File: config.mk
export PLATFORM = sky130hd
export DESIGN_NAME = intdecl_gen
export DESIGN_NICKNAME = d
export VERILOG_FILES = /design/src/rtl/intdecl_pkg.sv /design/src/rtl/intdecl_charclass.sv /design/src/rtl/intdecl_gen.sv
export SDC_FILE = /design/constraint.sdc
export NUM_CORES = 1
export LEC_CHECK = 0
export CAP_MARGIN = 20
export CORE_MARGIN = 2
export CORE_UTILIZATION = 49
export CTS_CLUSTER_DIAMETER = 30
export CTS_CLUSTER_SIZE = 14
export DETAILED_ROUTE_END_ITERATION = 6
export PLACE_DENSITY = 0.72
export SLEW_MARGIN = 30
export SYNTH_ARGS = -nofsm -noshare
export SYNTH_HDL_FRONTEND = slang
export SYNTH_HIERARCHICAL = 1
export SYNTH_SLANG_ARGS = --single-unit
File: constraint.sdc
create_clock -name clk -period 5.1 [get_ports clk]
set_clock_uncertainty 0.2 [all_clocks]
set_input_delay 1.02 -clock clk [delete_from_list [all_inputs] [get_ports clk]]
set_output_delay 1.02 -clock clk [all_outputs]
set_load 0.1 [all_outputs]
File: src/rtl/intdecl_pkg.sv
// Shared definitions for the int-declaration generator: FSM states and the
// ASCII bytes the block inserts into the stream itself.
package intdecl_pkg;

  typedef enum logic [3:0] {
    S_IDLE,
    S_KW0,
    S_KW1,
    S_KW2,
    S_KW3,
    S_ID,
    S_SEP0,
    S_SEP1,
    S_SEMI,
    S_DRAIN
  } state_e;

  localparam logic [7:0] CH_I     = 8'h69;  // "i"
  localparam logic [7:0] CH_N     = 8'h6e;  // "n"
  localparam logic [7:0] CH_T     = 8'h74;  // "t"
  localparam logic [7:0] CH_SP    = 8'h20;  // " "
  localparam logic [7:0] CH_COMMA = 8'h2c;  // ","
  localparam logic [7:0] CH_SEMI  = 8'h3b;  // ";"

  localparam logic [23:0] KW_INT = {CH_I, CH_N, CH_T};

  // Identifier length saturates here; only "exactly 3" matters.
  localparam logic [2:0] LEN_SAT = 3'd4;

endpackage

File: src/rtl/intdecl_charclass.sv
// Identifier character classifier: letters and underscore anywhere,
// digits only after the first character.
module intdecl_charclass (
  input  logic [7:0] char,
  input  logic       first,
  output logic       legal
);

  logic is_alpha;
  logic is_digit;

  assign is_alpha = (char >= 8'h61 && char <= 8'h7a) ||   // a-z
                    (char >= 8'h41 && char <= 8'h5a) ||   // A-Z
                    (char == 8'h5f);                      // _
  assign is_digit = (char >= 8'h30 && char <= 8'h39);

  assign legal = is_alpha || (is_digit && !first);

endmodule

File: src/rtl/intdecl_gen.sv
// Streams "int <id>[, <id>]*;" one byte per cycle; identifier bytes come in
// on a valid/ready port, keyword/separators/terminator are inserted here.
module intdecl_gen
  import intdecl_pkg::*;
(
  input  logic       clk,
  input  logic       reset,
  input  logic       start,
  input  logic       id_valid,
  input  logic [7:0] id_char,
  input  logic       id_last,
  input  logic       id_final,
  output logic       id_ready,
  output logic       out_valid,
  output logic [7:0] out_char,
  input  logic       out_ready,
  output logic       busy,
  output logic       err
);

  state_e      state_q, state_d;
  logic        out_valid_q, out_valid_d;
  logic [7:0]  out_char_q, out_char_d;
  logic        err_q, err_d;
  logic [23:0] sh_q, sh_d;
  logic [2:0]  len_q, len_d;

  logic        slot_free;
  logic        legal;
  logic        load;
  logic [7:0]  load_char;
  logic [23:0] sh_n;
  logic [2:0]  len_n;

  intdecl_charclass u_charclass (
    .char  (id_char),
    .first (len_q == 3'd0),
    .legal (legal)
  );

  assign slot_free = !out_valid_q || out_ready;

  always_comb begin
    // NOTE: every output of this block gets a default first, so no path can
    // leave one unassigned and infer a latch.
    state_d     = state_q;
    out_valid_d = out_valid_q && !out_ready;
    out_char_d  = out_char_q;
    err_d       = err_q;
    sh_d        = sh_q;
    len_d       = len_q;
    id_ready    = 1'b0;
    load        = 1'b0;
    load_char   = 8'h00;
    sh_n        = sh_q;
    len_n       = len_q;

    unique case (state_q)
      // "i" is loaded straight from IDLE so it is visible the cycle after start.
      S_IDLE: if (start) begin
        err_d     = 1'b0;
        sh_d      = '0;
        len_d     = '0;
        load      = 1'b1;
        load_char = CH_I;
        state_d   = S_KW1;
      end
      S_KW0: if (slot_free) begin
        load = 1'b1; load_char = CH_I; state_d = S_KW1;
      end
      S_KW1: if (slot_free) begin
        load = 1'b1; load_char = CH_N; state_d = S_KW2;
      end
      S_KW2: if (slot_free) begin
        load = 1'b1; load_char = CH_T; state_d = S_KW3;
      end
      S_KW3: if (slot_free) begin
        load = 1'b1; load_char = CH_SP; state_d = S_ID;
      end
      S_ID: begin
        id_ready = slot_free;
        if (id_valid && slot_free) begin
          if (legal) begin
            load      = 1'b1;
            load_char = id_char;
            sh_n      = {sh_q[15:0], id_char};
            len_n     = (len_q == LEN_SAT) ? LEN_SAT : len_q + 3'd1;
          end else begin
            err_d = 1'b1;
          end
          if (id_last) begin
            // Empty identifier or the bare keyword "int" is illegal.
            if (len_n == 3'd0 || (len_n == 3'd3 && sh_n == KW_INT)) err_d = 1'b1;
            sh_d    = '0;
            len_d   = '0;
            state_d = id_final ? S_SEMI : S_SEP0;
          end else begin
            sh_d  = sh_n;
            len_d = len_n;
          end
        end
      end
      S_SEP0: if (slot_free) begin
        load = 1'b1; load_char = CH_COMMA; state_d = S_SEP1;
      end
      S_SEP1: if (slot_free) begin
        load = 1'b1; load_char = CH_SP; state_d = S_ID;
      end
      S_SEMI: if (slot_free) begin
        load = 1'b1; load_char = CH_SEMI; state_d = S_DRAIN;
      end
      S_DRAIN: if (slot_free) state_d = S_IDLE;
      default: state_d = S_IDLE;
    endcase

    if (load) begin
      out_valid_d = 1'b1;
      out_char_d  = load_char;
    end
  end

  // NOTE: sequential state uses non-blocking assignments so every flop samples
  // the pre-edge values regardless of statement order.
  always_ff @(posedge clk) begin
    if (reset) begin
      state_q     <= S_IDLE;
      out_valid_q <= 1'b0;
      out_char_q  <= 8'h00;
      err_q       <= 1'b0;
      sh_q        <= '0;
      len_q       <= '0;
    end else begin
      state_q     <= state_d;
      out_valid_q <= out_valid_d;
      out_char_q  <= out_char_d;
      err_q       <= err_d;
      sh_q        <= sh_d;
      len_q       <= len_d;
    end
  end

  assign out_valid = out_valid_q;
  assign out_char  = out_char_q;
  assign busy      = (state_q != S_IDLE);
  assign err       = err_q;

endmodule
==> results.sh, run 1 <==
export IMPL_startpoint_type="flop"
export IMPL_antenna_found_initial=0
export IMPL_drt_antenna_violating_nets=0
export IMPL_wl_per_cell_um=15.4
export IMPL_place_congestion=0.851
export IMPL_postRouteWirelength_um=4960
export IMPL_grt_pass1_vias=1740
export IMPL_netlist_instances=252
export IMPL_post_cts_setup_buffer_count=0
export IMPL_end_kind="output port"
export IMPL_power_total_uw=1320
export IMPL_yosysMostFrequentCell="nor2_1"
export IMPL_pwr_share_seq=0.313
export IMPL_switching_share=0.468
export IMPL_drtIter0Drc=198
export IMPL_cp_data_arrival_time_ps=2470
export IMPL_final_setup_viol_count=0
export IMPL_clkTransAtPathRegs_ps=80
export IMPL_synth_cell_types=50
export IMPL_dp_cells=314
export IMPL_fin_util=0.609
export IMPL_grt_pass1_wl_um=8370
export IMPL_drc_errors=0
export IMPL_p_comb_frac=0.482
export IMPL_crit_path_max_fanout=22
export IMPL_fin_crit_ps=3690
export IMPL_yosys_top_cells_count="nor2_1 (46), dfxtp_1 (41), a22oi_1 (26)"
export IMPL_io_buffers=26
export IMPL_p_leak_uw=0.000837
export IMPL_firstDrtPassIters=5
export IMPL_final_nets=288
export IMPL_fin_cells=322
export IMPL_core_area_um2=4060
export IMPL_ctsRootBufferMaster="clkbuf_8"
export IMPL_synth_top_cells_by_area="dfxtp_1 (39%), a22oi_1 (9.4%), nor2_1 (8.3%), a21oi_1 (3.6%), nand2_1 (2.9%)"
export IMPL_track_usage=0.210
export IMPL_pre_cts_ws_ps=1160
export IMPL_netlist_area_leader_share=0.394
export IMPL_cts_buffers=5
export IMPL_maxCapViolations=0
export IMPL_worstSetupPathType="flop to output port"
export IMPL_hpwl_um=3420
export IMPL_insertedDiodeCount=0
export IMPL_cts_resized=0
export IMPL_yosysWarnings=6
export IMPL_die_h_um=69.2
export IMPL_worst_pin_slew_ps=989
export IMPL_die_area_um2=4790
export IMPL_initial_core_util=0.513
export IMPL_die_w_um=69.2
export IMPL_maxSlewViolCount=0
export IMPL_ys_seq_area_frac=0.394
export IMPL_setup_slack_ps=1410
export IMPL_synthToLayoutAreaGrowth_pct=18.6
export IMPL_max_slew_margin=0.339
export IMPL_rows=23
export IMPL_max_freq_ghz=0.271
export IMPL_synth_seq_cells=41
export IMPL_hold_violations=0
export IMPL_synth_nets=269
export IMPL_synth_edf_count=0
export IMPL_cts_sinks=41
export IMPL_status="finished, final reports clean"
export IMPL_rsz0062_at_grt="no"
export IMPL_synthFlopType="dfxtp_1"
export IMPL_hold_path_class="flop to flop"
export IMPL_tns_ps=0
export IMPL_clockBufferDepth=2
export IMPL_grt_overflow=0
export IMPL_ios=27
export IMPL_yosysTopAreaCell="dfxtp_1"
export IMPL_syn_avg_cell_area_um2=8.27
export IMPL_syn_area_um2=2080
export IMPL_p_clk_frac=0.205
export IMPL_period_share=0.724
export IMPL_cts_tree="yes"
export IMPL_grt_max_degree=42
export IMPL_irDropWorstVdd_v=0.000432
export IMPL_holdBufCountCts=0
export IMPL_p_int_uw=704
export IMPL_cts_htree_levels=2
export IMPL_p_switching_uw=619
export IMPL_drive_gt1_frac=0.0809
export IMPL_via_count=1945
export IMPL_vias_per_cell=6.04
export IMPL_async_reset_ff_frac=0
export IMPL_clock_latency_ps=290
export IMPL_cp_required_ps=3880
export IMPL_p_per_area_nw_per_um2=535
state kept, by name (all words and copies together) (netlist names):
signal     count
len_q          3
out_char       8
out_valid      1
err            1
state_q        4
sh_q          24
cells in the final DEF (no fill, tap or decap), types with 2 or more instances in the layout:
master,instances
a211oi_1,2
a21oi_1,15
a221oi_1,3
a222oi_1,2
a22oi_1,26
a311oi_1,2
a31oi_1,4
buf_4,4
clkbuf_8,6
clkdlybuf4s50_1,25
dfxtp_1,41
ha_1,2
inv_1,9
mux2i_1,2
nand2_1,16
nand2b_1,4
nand3_1,5
nand4_1,7
nor2_1,46
nor2b_1,7
nor3_1,3
nor4_1,5
o21ai_0,5
o22ai_1,2
or4_1,3
stage by stage:
step	instance area [um2]	hold WS (ps)
global route	2470	296
finish	2470	258
CTS	2460	263
floorplan	2080	279
detailed placement	2340	252
global placement	2340	246
area by class of cell:
type | count | area, um2
Inverter | 9 | 33.8
Tap cell | 50 | 62.6
Clock buffer | 6 | 82.6
Timing Repair Buffer | 29 | 280
Sequential cell | 41 | 821
Fill cell | 365 | 1590
Multi-Input combinational cell | 185 | 1150
Clock inverter | 2 | 37.5
metal layers:
| metal | vias up | track usage | part of all wire |
|---|---|---|---|
| li1 | 964 | - | - |
| met1 | 919 | 0.290 | 0.46 |
| met2 | 57 | 0.331 | 0.48 |
| met3 | 5 | 0.0494 | 0.055 |
| met4 | 0 | 0.0523 | 0.0077 |
| met5 | - | 0 | 0 |
cell families (layout without fill, tap and decap cells):
kind of cell | count (synthesis) | count (layout) | share of synthesized area
flip-flops | 41 | 41 | 0.394
multiplexers | 2 | 2 | 0.00961
AND/OR/NAND/NOR | 106 | 106 | 0.255
buffers and inverters | 26 | 46 | 0.0595
AO/OA/AOI/OAI | 74 | 74 | 0.266
XOR/XNOR | 1 | 1 | 0.00420
adder cells (fa/ha/maj) | 2 | 2 | 0.0120
critical path, stage by stage, from the launching register on:
cell and delay, ps:
dfxtp_1 750, nor2_1 160, nand2_1 130, clkdlybuf4s50_1 1130
worst paths after layout:
check | start | end | slack, ps | depth (start not counted)
max | state_q[0] | busy | 1410 | 3
min | out_char[5] | out_char[5] | 260 | 2
max reg2reg | len_q[0] | err | 2350 | 13
min reg2reg | out_char[5] | out_char[5] | 260 | 2
power groups by stage:
stage                     sequential (uW)  clock (uW)  combinational (uW)
after floorplan                       579           0                 343
after global placement                419           0                 632
after detailed placement              418           0                 634
after CTS                             412         277                 635
after global routing                  421         290                 674
final                                 413         272                 637
(Power assumes the default switching activity.)
==> run 2: changes to the inputs <==
==> constraint.sdc (replaced) <==
create_clock -name clk -period 3.45 [get_ports clk]
set_clock_uncertainty 0.2 [all_clocks]
set_input_delay 0.69 -clock clk [delete_from_list [all_inputs] [get_ports clk]]
set_output_delay 0.69 -clock clk [all_outputs]
set_load 0.1 [all_outputs]
==> results.sh, run 2 (same netlist as run 1, synthesis figures left out) <==
export IMPL_r2r_end="err"
export IMPL_firstDrtPassIters=5
export IMPL_grt_max_degree=36
export IMPL_max_slew_margin=0.561
export IMPL_fin_crit_ps=3060
export IMPL_irDropWorstVdd_v=0.000536
export IMPL_rrSetupSlack_ps=830
export IMPL_largest_reg_flops=24
export IMPL_final_seq_area_um2=821
export IMPL_hpwl_um=3650
export IMPL_startpoint_type="input pin"
export IMPL_pre_cts_ws_ps=110
export IMPL_layout_commonest_cell="nor2_1"
export IMPL_tns_ps=0
export IMPL_worst_pin_slew_ps=657
export IMPL_maxCapViolations=0
export IMPL_multi_input_area_um2=1140
export IMPL_dp_cells=326
export IMPL_ctsRootBufferMaster="clkbuf_8"
export IMPL_die_area_um2=4790
export IMPL_hold_path_class="flop to flop"
export IMPL_grtUsageMet2=0.347
export IMPL_grt_pass1_wl_um=8650
export IMPL_cts_htree_levels=2
export IMPL_clockBufferDepth=2
export IMPL_grt_pass1_vias=1807
export IMPL_die_w_um=69.2
export IMPL_postRouteWirelength_um=5140
export IMPL_drt_antenna_violating_nets=0
export IMPL_drc_errors=0
export IMPL_final_setup_viol_count=0
export IMPL_core_area_um2=4060
export IMPL_hold_violations=0
export IMPL_die_h_um=69.2
export IMPL_setup_slack_ps=395
export IMPL_fillCellCount=337
export IMPL_maxSlewViolCount=0
export IMPL_final_nets=300
export IMPL_grt_overflow=0
export IMPL_worstSetupPathType="input pin to flop"
export IMPL_status="finished, final reports clean"
export IMPL_track_usage=0.218
export IMPL_rsz0062_at_grt="no"
export IMPL_cts_buffers=5
export IMPL_cts_resized=0
export IMPL_p_leak_uw=0.000926
export IMPL_min_to="out_char[5]"
export IMPL_final_cell_mix="nor2_1 (46), dfxtp_1 (41), a22oi_1 (26), buf_4 (25), nand2_1 (16)"
export IMPL_cts_sinks=41
export IMPL_use_met3=0.0494
export IMPL_post_cts_setup_buffer_count=0
export IMPL_clock_latency_ps=300
export IMPL_grt_util_met1=0.302
export IMPL_end_kind="flop"
export IMPL_period_share=0.886
export IMPL_cts_tree="yes"
export IMPL_min_path_cells=2
export IMPL_synthToLayoutAreaGrowth_pct=23.2
export IMPL_clkTransAtPathRegs_ps=80
export IMPL_timing_rr_start="len_q[0]"
export IMPL_reg2reg_depth=13
export IMPL_insertedDiodeCount=0
export IMPL_cp_data_arrival_time_ps=3100
export IMPL_place_congestion=0.905
export IMPL_holdBufCountCts=0
export IMPL_crit_path_max_fanout=15
export IMPL_io_buffers=26
export IMPL_rows=23
export IMPL_via_count=2029
export IMPL_antenna_found_initial=0
export IMPL_regMostFlops="sh_q"
export IMPL_vias_per_cell=6.07
export IMPL_drive_gt1_frac=0.158
export IMPL_ios=27
export IMPL_min_from="out_char[5]"
export IMPL_p_per_area_nw_per_um2=805
export IMPL_initial_core_util=0.513
export IMPL_wl_per_cell_um=15.4
export IMPL_fin_cells=334
export IMPL_drtIter0Drc=142
export IMPL_cp_required_ps=3500
export IMPL_busiest_layer="met2"
export IMPL_max_freq_ghz=0.327
run 2: cell types whose count changed in the layout (fill, tap and decap cells not counted):
| cell | before | now |
|---|---|---|
| buf_4 | 4 | 25 |
| clkdlybuf4s50_1 | 25 | 14 |
| buf_12 | 0 | 2 |
| bufinv_16 | 1 | 2 |
| clkbuf_8 | 6 | 5 |
| clkinvlp_4 | 1 | 0 |
| inv_6 | 0 | 1 |
| o21bai_2 | 0 | 1 |
| o21bai_4 | 1 | 0 |
run 2: worst max-delay path, cell delays in order:
cell and delay, ps:
clkdlybuf4s50_1 410, or4_1 540, a21oi_1 180, nor4_2 70, buf_4 180, or4_1 500
o21ai_0 90, o2111ai_1 150, a21oi_1 170, o31a_1 120
run 2: area by class of cell:
class                           count  share of cell area
Clock buffer                        5              0.0268
Clock inverter                      3              0.0268
Inverter                            9              0.0132
Multi-Input combinational cell    185               0.446
Sequential cell                    41               0.320
Tap cell                           50              0.0244
Timing Repair Buffer               41               0.143
run 2: worst max-delay path by stage:
stage	startpoint	end	slack [ps]	cells past startpoint
finish	id_char[4]	err	390	10
global route	id_char[4]	err	200	10
CTS	id_char[4]	err	420	10
detailed placement	id_char[4]	err	110	10
global placement	id_char[4]	err	150	10
floorplan	out_valid	out_char[3]	750	8
run 2: power by group:
part / leakage [uW] / total, uW / switching (uW) / internal (uW)
Sequential: 0.000333 / 611 / 81.5 / 529
Combinational: 0.000525 / 982 / 680 / 302
Clock: 0.0000687 / 476 / 184 / 291
run 2: through the flow:
stage / area, um2 / hold slack, ps / utilization / total power (uW)
finish: 2570 / 264 / 0.633 / 2070
global route: 2570 / 292 / 0.633 / 2160
CTS: 2570 / 271 / 0.633 / 2070
detailed placement: 2430 / 259 / 0.599 / 1600
global placement: 2430 / 250 / 0.599 / 1590
floorplan: 2080 / 279 / - / 1360
run 2: layer usage:
layer | vias to the layer above | part of all wire
met5 | - | 0
met4 | 0 | 0.014
met3 | 9 | 0.050
met2 | 55 | 0.47
met1 | 974 | 0.46
li1 | 991 | -
